File: src/rtl/phase_report_sched.sv
// rtl/phase_report_sched.sv - telemetry arbiter and 7-byte frame sender for the GPSDO UART
//
// Purpose:
//   Three requesters share one byte-wide UART transmitter:
//     - phase measurements
//     - comparator no-pair timeouts
//     - an optional heartbeat carrying PWM_Duty
//   Each requester has a pending flag and a payload register.
//   Arbitration is fixed priority (Meas > Tmo > HB) and is decided in IDLE.
//   The winner is sent as the frame {SYNC, type, value[31:24..7:0], xor(b1..b5)}.
//   Each byte uses a strobe / busy-rise / busy-fall handshake.
//   If busy never rises, the frame is aborted and Frame_Err is pulsed.
//
// Optional feature:
//   PHASE_RPT_HEARTBEAT_EN - when defined, builds the heartbeat counter and
//   requester (type 3 frames). When undefined, PWM_Duty and HB_PERIOD are unused.
//
// Ports:
//   CLK_SYS     in   system clock
//   CLK_RST     in   synchronous active-low reset
//   Meas_Valid  in   one-cycle pulse: new phase measurement
//   Meas_Phase  in   32-bit phase count (sampled with Meas_Valid / Tmo_Valid)
//   Meas_Order  in   0 = GPS leads, 1 = Local leads (sampled with Meas_Valid)
//   Meas_Lock   in   lock state, sampled with any request
//   Tmo_Valid   in   one-cycle pulse: comparator no-pair timeout
//   PWM_Duty    in   32-bit duty, sampled for the heartbeat
//   Uart_Busy   in   UART transmitter busy
//   Uart_En     out  one-cycle byte strobe
//   Uart_Data   out  byte to send, held between strobes
//   Frame_Done  out  one-cycle pulse after the last byte is accepted
//   Frame_Err   out  one-cycle pulse on busy-handshake timeout
//   Ovr_Cnt     out  saturating count of overwritten pending requests

module phase_report_sched #(
  parameter int unsigned HB_PERIOD    = 32'd50000000,
  parameter int unsigned BUSY_TIMEOUT = 32'd1023,
  parameter logic [7:0]  SYNC_BYTE    = 8'hA5
) (
  input  logic        CLK_SYS,
  input  logic        CLK_RST,
  input  logic        Meas_Valid,
  input  logic [31:0] Meas_Phase,
  input  logic        Meas_Order,
  input  logic        Meas_Lock,
  input  logic        Tmo_Valid,
  input  logic [31:0] PWM_Duty,
  input  logic        Uart_Busy,
  output logic        Uart_En,
  output logic [7:0]  Uart_Data,
  output logic        Frame_Done,
  output logic        Frame_Err,
  output logic [7:0]  Ovr_Cnt
);

  typedef enum logic [1:0] {IDLE, SEND, WAIT_HI, WAIT_LO} state_t;

  localparam logic [15:0] TMO_LAST = 16'(BUSY_TIMEOUT - 1);

  state_t      state_q, state_d;
  logic [2:0]  idx_q, idx_d;
  logic [15:0] tmo_q, tmo_d;
  logic [55:0] frame_q, frame_d;
  logic        uart_en_q, uart_en_d;
  logic [7:0]  uart_data_q, uart_data_d;
  logic        done_q, done_d;
  logic        err_q, err_d;
  logic [7:0]  ovr_q, ovr_d;
  logic [8:0]  ovr_sum;

  logic        meas_pend_q, meas_pend_d;
  logic [33:0] meas_pl_q, meas_pl_d;
  logic        tmo_pend_q, tmo_pend_d;
  logic [32:0] tmo_pl_q, tmo_pl_d;
  logic        ovr_meas, ovr_tmo, ovr_hb;

  logic        hb_pend;
  logic [32:0] hb_pl;

  logic        grant_meas, grant_tmo, grant_hb;
  logic [7:0]  cur_byte;

  function automatic logic [55:0] build_frame(input logic [7:0] typ, input logic [31:0] val);
    logic [7:0] csum;
    csum = typ ^ val[31:24] ^ val[23:16] ^ val[15:8] ^ val[7:0];
    return {SYNC_BYTE, typ, val, csum};
  endfunction

  // Byte 0 sits in the top byte of frame_q, so idx_q selects from MSB down.
  always_comb begin
    cur_byte = frame_q[55:48];
    case (idx_q)
      3'd1:    cur_byte = frame_q[47:40];
      3'd2:    cur_byte = frame_q[39:32];
      3'd3:    cur_byte = frame_q[31:24];
      3'd4:    cur_byte = frame_q[23:16];
      3'd5:    cur_byte = frame_q[15:8];
      3'd6:    cur_byte = frame_q[7:0];
      default: cur_byte = frame_q[55:48];
    endcase
  end

  always_comb begin
    state_d     = state_q;
    idx_d       = idx_q;
    tmo_d       = tmo_q;
    frame_d     = frame_q;
    uart_en_d   = 1'b0;
    uart_data_d = uart_data_q;
    done_d      = 1'b0;
    err_d       = 1'b0;
    grant_meas  = 1'b0;
    grant_tmo   = 1'b0;
    grant_hb    = 1'b0;
    case (state_q)
      IDLE: begin
        if (meas_pend_q) begin
          grant_meas = 1'b1;
          frame_d    = build_frame({meas_pl_q[33], meas_pl_q[32], 6'h01}, meas_pl_q[31:0]);
        end else if (tmo_pend_q) begin
          grant_tmo = 1'b1;
          frame_d   = build_frame({1'b0, tmo_pl_q[32], 6'h02}, tmo_pl_q[31:0]);
        end else if (hb_pend) begin
          grant_hb = 1'b1;
          frame_d  = build_frame({1'b0, hb_pl[32], 6'h03}, hb_pl[31:0]);
        end
        if (meas_pend_q || tmo_pend_q || hb_pend) begin
          idx_d   = 3'd0;
          state_d = SEND;
        end
      end
      SEND: begin
        if (!Uart_Busy) begin
          uart_en_d   = 1'b1;
          uart_data_d = cur_byte;
          tmo_d       = '0;
          state_d     = WAIT_HI;
        end
      end
      WAIT_HI: begin
        // Counts cycles without a busy rise. The abort fires on the
        // BUSY_TIMEOUT-th cycle after the strobe.
        if (Uart_Busy) begin
          state_d = WAIT_LO;
        end else if (tmo_q == TMO_LAST) begin
          err_d   = 1'b1;
          state_d = IDLE;
        end else begin
          tmo_d = tmo_q + 16'd1;
        end
      end
      WAIT_LO: begin
        if (!Uart_Busy) begin
          if (idx_q == 3'd6) begin
            done_d  = 1'b1;
            state_d = IDLE;
          end else begin
            idx_d   = idx_q + 3'd1;
            state_d = SEND;
          end
        end
      end
      default: state_d = IDLE;
    endcase
  end

  // A request arriving in its own grant cycle re-arms pending with the new
  // payload. The old payload is already in the frame, so this is not an overrun.
  always_comb begin
    meas_pend_d = meas_pend_q & ~grant_meas;
    meas_pl_d   = meas_pl_q;
    ovr_meas    = 1'b0;
    if (Meas_Valid) begin
      meas_pend_d = 1'b1;
      meas_pl_d   = {Meas_Order, Meas_Lock, Meas_Phase};
      ovr_meas    = meas_pend_q & ~grant_meas;
    end
    tmo_pend_d = tmo_pend_q & ~grant_tmo;
    tmo_pl_d   = tmo_pl_q;
    ovr_tmo    = 1'b0;
    if (Tmo_Valid) begin
      tmo_pend_d = 1'b1;
      tmo_pl_d   = {Meas_Lock, Meas_Phase};
      ovr_tmo    = tmo_pend_q & ~grant_tmo;
    end
    // Up to three sources can overrun in one cycle. The 9-bit sum cannot wrap.
    ovr_sum = {1'b0, ovr_q} + {8'd0, ovr_meas} + {8'd0, ovr_tmo} + {8'd0, ovr_hb};
    ovr_d   = ovr_sum[8] ? 8'hFF : ovr_sum[7:0];
  end

`ifdef PHASE_RPT_HEARTBEAT_EN
  logic        hb_pend_q, hb_pend_d;
  logic [32:0] hb_pl_q, hb_pl_d;
  logic [31:0] hb_cnt_q, hb_cnt_d;
  logic        hb_fire;

  always_comb begin
    hb_fire   = (hb_cnt_q == 32'(HB_PERIOD - 1));
    hb_cnt_d  = hb_fire ? 32'd0 : hb_cnt_q + 32'd1;
    hb_pend_d = hb_pend_q & ~grant_hb;
    hb_pl_d   = hb_pl_q;
    ovr_hb    = 1'b0;
    if (hb_fire) begin
      hb_pend_d = 1'b1;
      hb_pl_d   = {Meas_Lock, PWM_Duty};
      ovr_hb    = hb_pend_q & ~grant_hb;
    end
  end

  always_ff @(posedge CLK_SYS) begin
    if (!CLK_RST) begin
      hb_pend_q <= 1'b0;
      hb_pl_q   <= '0;
      hb_cnt_q  <= '0;
    end else begin
      hb_pend_q <= hb_pend_d;
      hb_pl_q   <= hb_pl_d;
      hb_cnt_q  <= hb_cnt_d;
    end
  end

  assign hb_pend = hb_pend_q;
  assign hb_pl   = hb_pl_q;
`else
  logic unused_hb;
  assign hb_pend   = 1'b0;
  assign hb_pl     = '0;
  assign ovr_hb    = 1'b0;
  assign unused_hb = ^{PWM_Duty, HB_PERIOD, grant_hb};
`endif

  always_ff @(posedge CLK_SYS) begin
    if (!CLK_RST) begin
      state_q     <= IDLE;
      idx_q       <= '0;
      tmo_q       <= '0;
      frame_q     <= '0;
      uart_en_q   <= 1'b0;
      uart_data_q <= 8'h00;
      done_q      <= 1'b0;
      err_q       <= 1'b0;
      ovr_q       <= '0;
      meas_pend_q <= 1'b0;
      meas_pl_q   <= '0;
      tmo_pend_q  <= 1'b0;
      tmo_pl_q    <= '0;
    end else begin
      state_q     <= state_d;
      idx_q       <= idx_d;
      tmo_q       <= tmo_d;
      frame_q     <= frame_d;
      uart_en_q   <= uart_en_d;
      uart_data_q <= uart_data_d;
      done_q      <= done_d;
      err_q       <= err_d;
      ovr_q       <= ovr_d;
      meas_pend_q <= meas_pend_d;
      meas_pl_q   <= meas_pl_d;
      tmo_pend_q  <= tmo_pend_d;
      tmo_pl_q    <= tmo_pl_d;
    end
  end

  assign Uart_En    = uart_en_q;
  assign Uart_Data  = uart_data_q;
  assign Frame_Done = done_q;
  assign Frame_Err  = err_q;
  assign Ovr_Cnt    = ovr_q;

endmodule

File: config.mk
export PLATFORM = sky130hd
export DESIGN_NAME = phase_report_sched
export DESIGN_NICKNAME = d
export VERILOG_FILES = /design/src/rtl/phase_report_sched.sv
export SDC_FILE = /design/constraint.sdc
export NUM_CORES = 1
export LEC_CHECK = 0
export CORE_AREA = 2 2 121 123
export CTS_CLUSTER_SIZE = 30
export DETAILED_ROUTE_END_ITERATION = 8
export DIE_AREA = 0 0 123 125
export PLACE_DENSITY = 0.78
export SKIP_LAST_GASP = 1
export SYNTH_ARGS = -nofsm -noshare
export SYNTH_HDL_FRONTEND = slang
export SYNTH_SLANG_ARGS = --single-unit
File: constraint.sdc
create_clock -name CLK_SYS -period 3.3 [get_ports CLK_SYS]
set_clock_uncertainty 0.2 [all_clocks]
set_input_delay 0.66 -clock CLK_SYS [delete_from_list [all_inputs] [get_ports CLK_SYS]]
set_output_delay 0.66 -clock CLK_SYS [all_outputs]
set_load 0.03 [all_outputs]
==> reports/qor.yml <==
min_period_ns: 2.72
num_antenna_cells: 0
reg2reg_from: "state_q[0]"
tritoncts: "built"
area_growth_pct: 19.7
dp_hpwl_um: 10900
track_usage: 0.226
crit_type: "flop to flop"
synth_largest_area_cell: "dfxtp_1"
peakVddDrop_uv: 390
root_buffer: "clkbuf_16"
wl_um: 17000
status: "complete, no violations"
p_total_uw: 4760
setup_viol: 0
die-area_mm2: 0.0154
critPathRequiredTime_ns: 3.44
ys_ff_latch: 154
row_count: 44
io_pins: 90
remaining_drc_errors: 0
critPathArrivalTime_ns: 2.87
avgViaCountPerCell: 5.58
rsz0062_at_grt: "no"
drt_iter0_drc: 648
slew_viol_final: 0
fp.dieW_um: 123
drive_gt1_frac: 0.0719
p_per_area_mw_per_mm2: 575
worst_hold_path_type: "flop to flop"
yosys-top-cells-count: "dfxtp_1 (154), nor2_1 (134), o21ai_0 (90), a21oi_1 (69), mux2i_1 (67)"
grt_pass1_wl_um: 27600
clock_latency_ns: 0.42
holdPathEnd: "Uart_Data[2]"
hold_depth: 2
drv_cap: 0
grt_max_degree: 53
wire_per_inst_um: 16.2
async_reset_ff_frac: 0
antenna_left: 0
first_pass_iters: 5
yosys-top-cells-area: "dfxtp_1 (45%), mux2i_1 (9.7%), nor2_1 (7.3%)"
hp-start: "Uart_Data[2]"
cts_max_level: 4
yosysMostFrequentCell: "dfxtp_1"
synth_area_mm2: 0.00691
cts_buffers: 17
tightest_slew_ns: 0.741
seq_area_frac_synth: 0.446
first_global_vias: 5483
ys_types: 50
port_buffers: 57
period_share: 0.825
design_area_mm2: 0.00827
rrSetupSlack_ns: 0.58
coreArea_mm2: 0.0142
start_util: 0.487
placed_area_mm2: 0.00766
cts_num_sinks: 154
gp_congestion: 0.908
finalHoldViolCount: 0
path_cells: "or2_2 > nand3_1 > fa_1 > nor2b_1 > and3_1 > and3_1 > nand3_1 > a21oi_1"
max_freq_mhz: 367
startpoint_type: "flop"
cp_slowest_stage_delay_ns: 0.52
ys.flop_type: "dfxtp_1"
tns_ns: 0
synthCells: 813
avgSynthCellArea_um2: 8.50
post_cts_buffers: 0
antenna_found_initial: 0
yosysWarningCount: 0
syn_nets: 892
final_core_util: 0.583
worstPathMaxFanout: 11
p_leak_uw: 0.00320
reg2regPathDepth: 8
path_clk_slew_ns: 0.06
die_h_um: 125
nets: 928
crit_slowest_cell: "dfxtp_1"
slew_headroom: 0.502
synth-edff-count: 0
clock_path_buffers: 2
overflow: 0
r2r-end: "Ovr_Cnt[0]"
synth_top_cell_area_share: 0.446
crit_path_end_kind: "flop"
vias: 5836
post_cts_resized: 0
cts_hold_buf: 0
## worst max-delay path, delay by kind of cell, from the launching register on
| family | cells | cell delay (ns) |
|---|---|---|
| AOI/OAI and AO/OA | 1 | 0.19 |
| adders and majority gates | 1 | 0.42 |
| and+or+nand+nor | 6 | 1.32 |
| DFF | 1 | 0.52 |
## state kept, by name, summed over array words and instances, names as in the netlist
signal,count
tmo_q,16
Ovr_Cnt,8
tmo_pl_q,33
Frame_Err,1
tmo_pend_q,1
Uart_Data,8
frame_q,45
Frame_Done,1
state_q,2
idx_q,3
meas_pl_q,34
meas_pend_q,1
Uart_En,1
## per-layer routing
| layer | vias up | wire length (um) | part of all wire | GRT usage |
|---|---|---|---|---|
| met4 | 0 | 270 | 0.016 | 0.0635 |
| met3 | 26 | 1020 | 0.060 | 0.0497 |
| met1 | 2730 | 7850 | 0.46 | 0.308 |
| met2 | 199 | 7810 | 0.46 | 0.359 |
| met5 | - | 0 | 0 | 0 |
| li1 | 2881 | - | - | - |
## power breakdown
group | leakage [uW] | switching, uW | internal [uW]
logic | 0.00165 | 370 | 277
registers | 0.00126 | 101 | 2000
clock network | 0.000294 | 757 | 1260
total | 0.00320 | 1230 | 3530
## metrics by stage
step / std cells / worst slack [ns] / hold WS, ns
2_1_floorplan: 813 / 0.0210 / 0.234
3_3_place_gp: 1014 / 0.500 / 0.244
3_5_place_dp: 1014 / 0.512 / 0.246
4_1_cts: 1046 / 0.570 / 0.255
5_1_grt: 1046 / 0.311 / 0.280
6_report: 1046 / 0.577 / 0.250
## area by class of cell
cell class              count  area (um2)
multi-input cells         593        3580
well taps                 184         230
clock inverters             9         136
repair buffers             75         733
inverters                   8        30.0
flip-flops and latches    154        3080
fillers                  1262        5930
clock buffers              23         478
## cell families after synthesis
family,Yosys count,share of synthesized area
xor+xnor,65,0.0824
flops,154,0.446
buf+inv,66,0.0364
simple gates,254,0.159
compound gates,195,0.157
mux,71,0.104
fa+ha+maj,8,0.0156
## layout by cell type, fill, tap and decap left out, types with 4 or more instances in the layout
cell	synthesis	final
inv_1	8	7
nand3_1	12	12
a222oi_1	7	7
or2_2	5	5
or3_1	6	6
buf_4	1	15
clkbuf_16	0	17
mux2_2	4	4
a21oi_1	69	69
nand2_1	59	59
o21ai_0	90	90
ha_1	7	7
dfxtp_1	154	154
a221oi_1	4	4
clkdlybuf4s50_1	0	55
mux2i_1	67	67
o21ai_1	4	4
nor2_1	134	132
nor3_1	10	10
xnor2_1	49	49
nand4_1	7	7
xor2_1	16	16
## how the worst max path moves through the flow
stage | start | cells after the start | slack [ns] | endpoint
detailed placement | Tmo_Valid | 8 | 0.51 | Ovr_Cnt[0]
CTS | state_q[0] | 8 | 0.57 | Ovr_Cnt[0]
global placement | Tmo_Valid | 8 | 0.50 | Ovr_Cnt[0]
finish | state_q[0] | 8 | 0.58 | Ovr_Cnt[0]
global route | state_q[0] | 8 | 0.31 | Ovr_Cnt[0]
floorplan | Tmo_Valid | 9 | 0.02 | Ovr_Cnt[0]
Note: power is estimated with default switching activity, not from simulation.
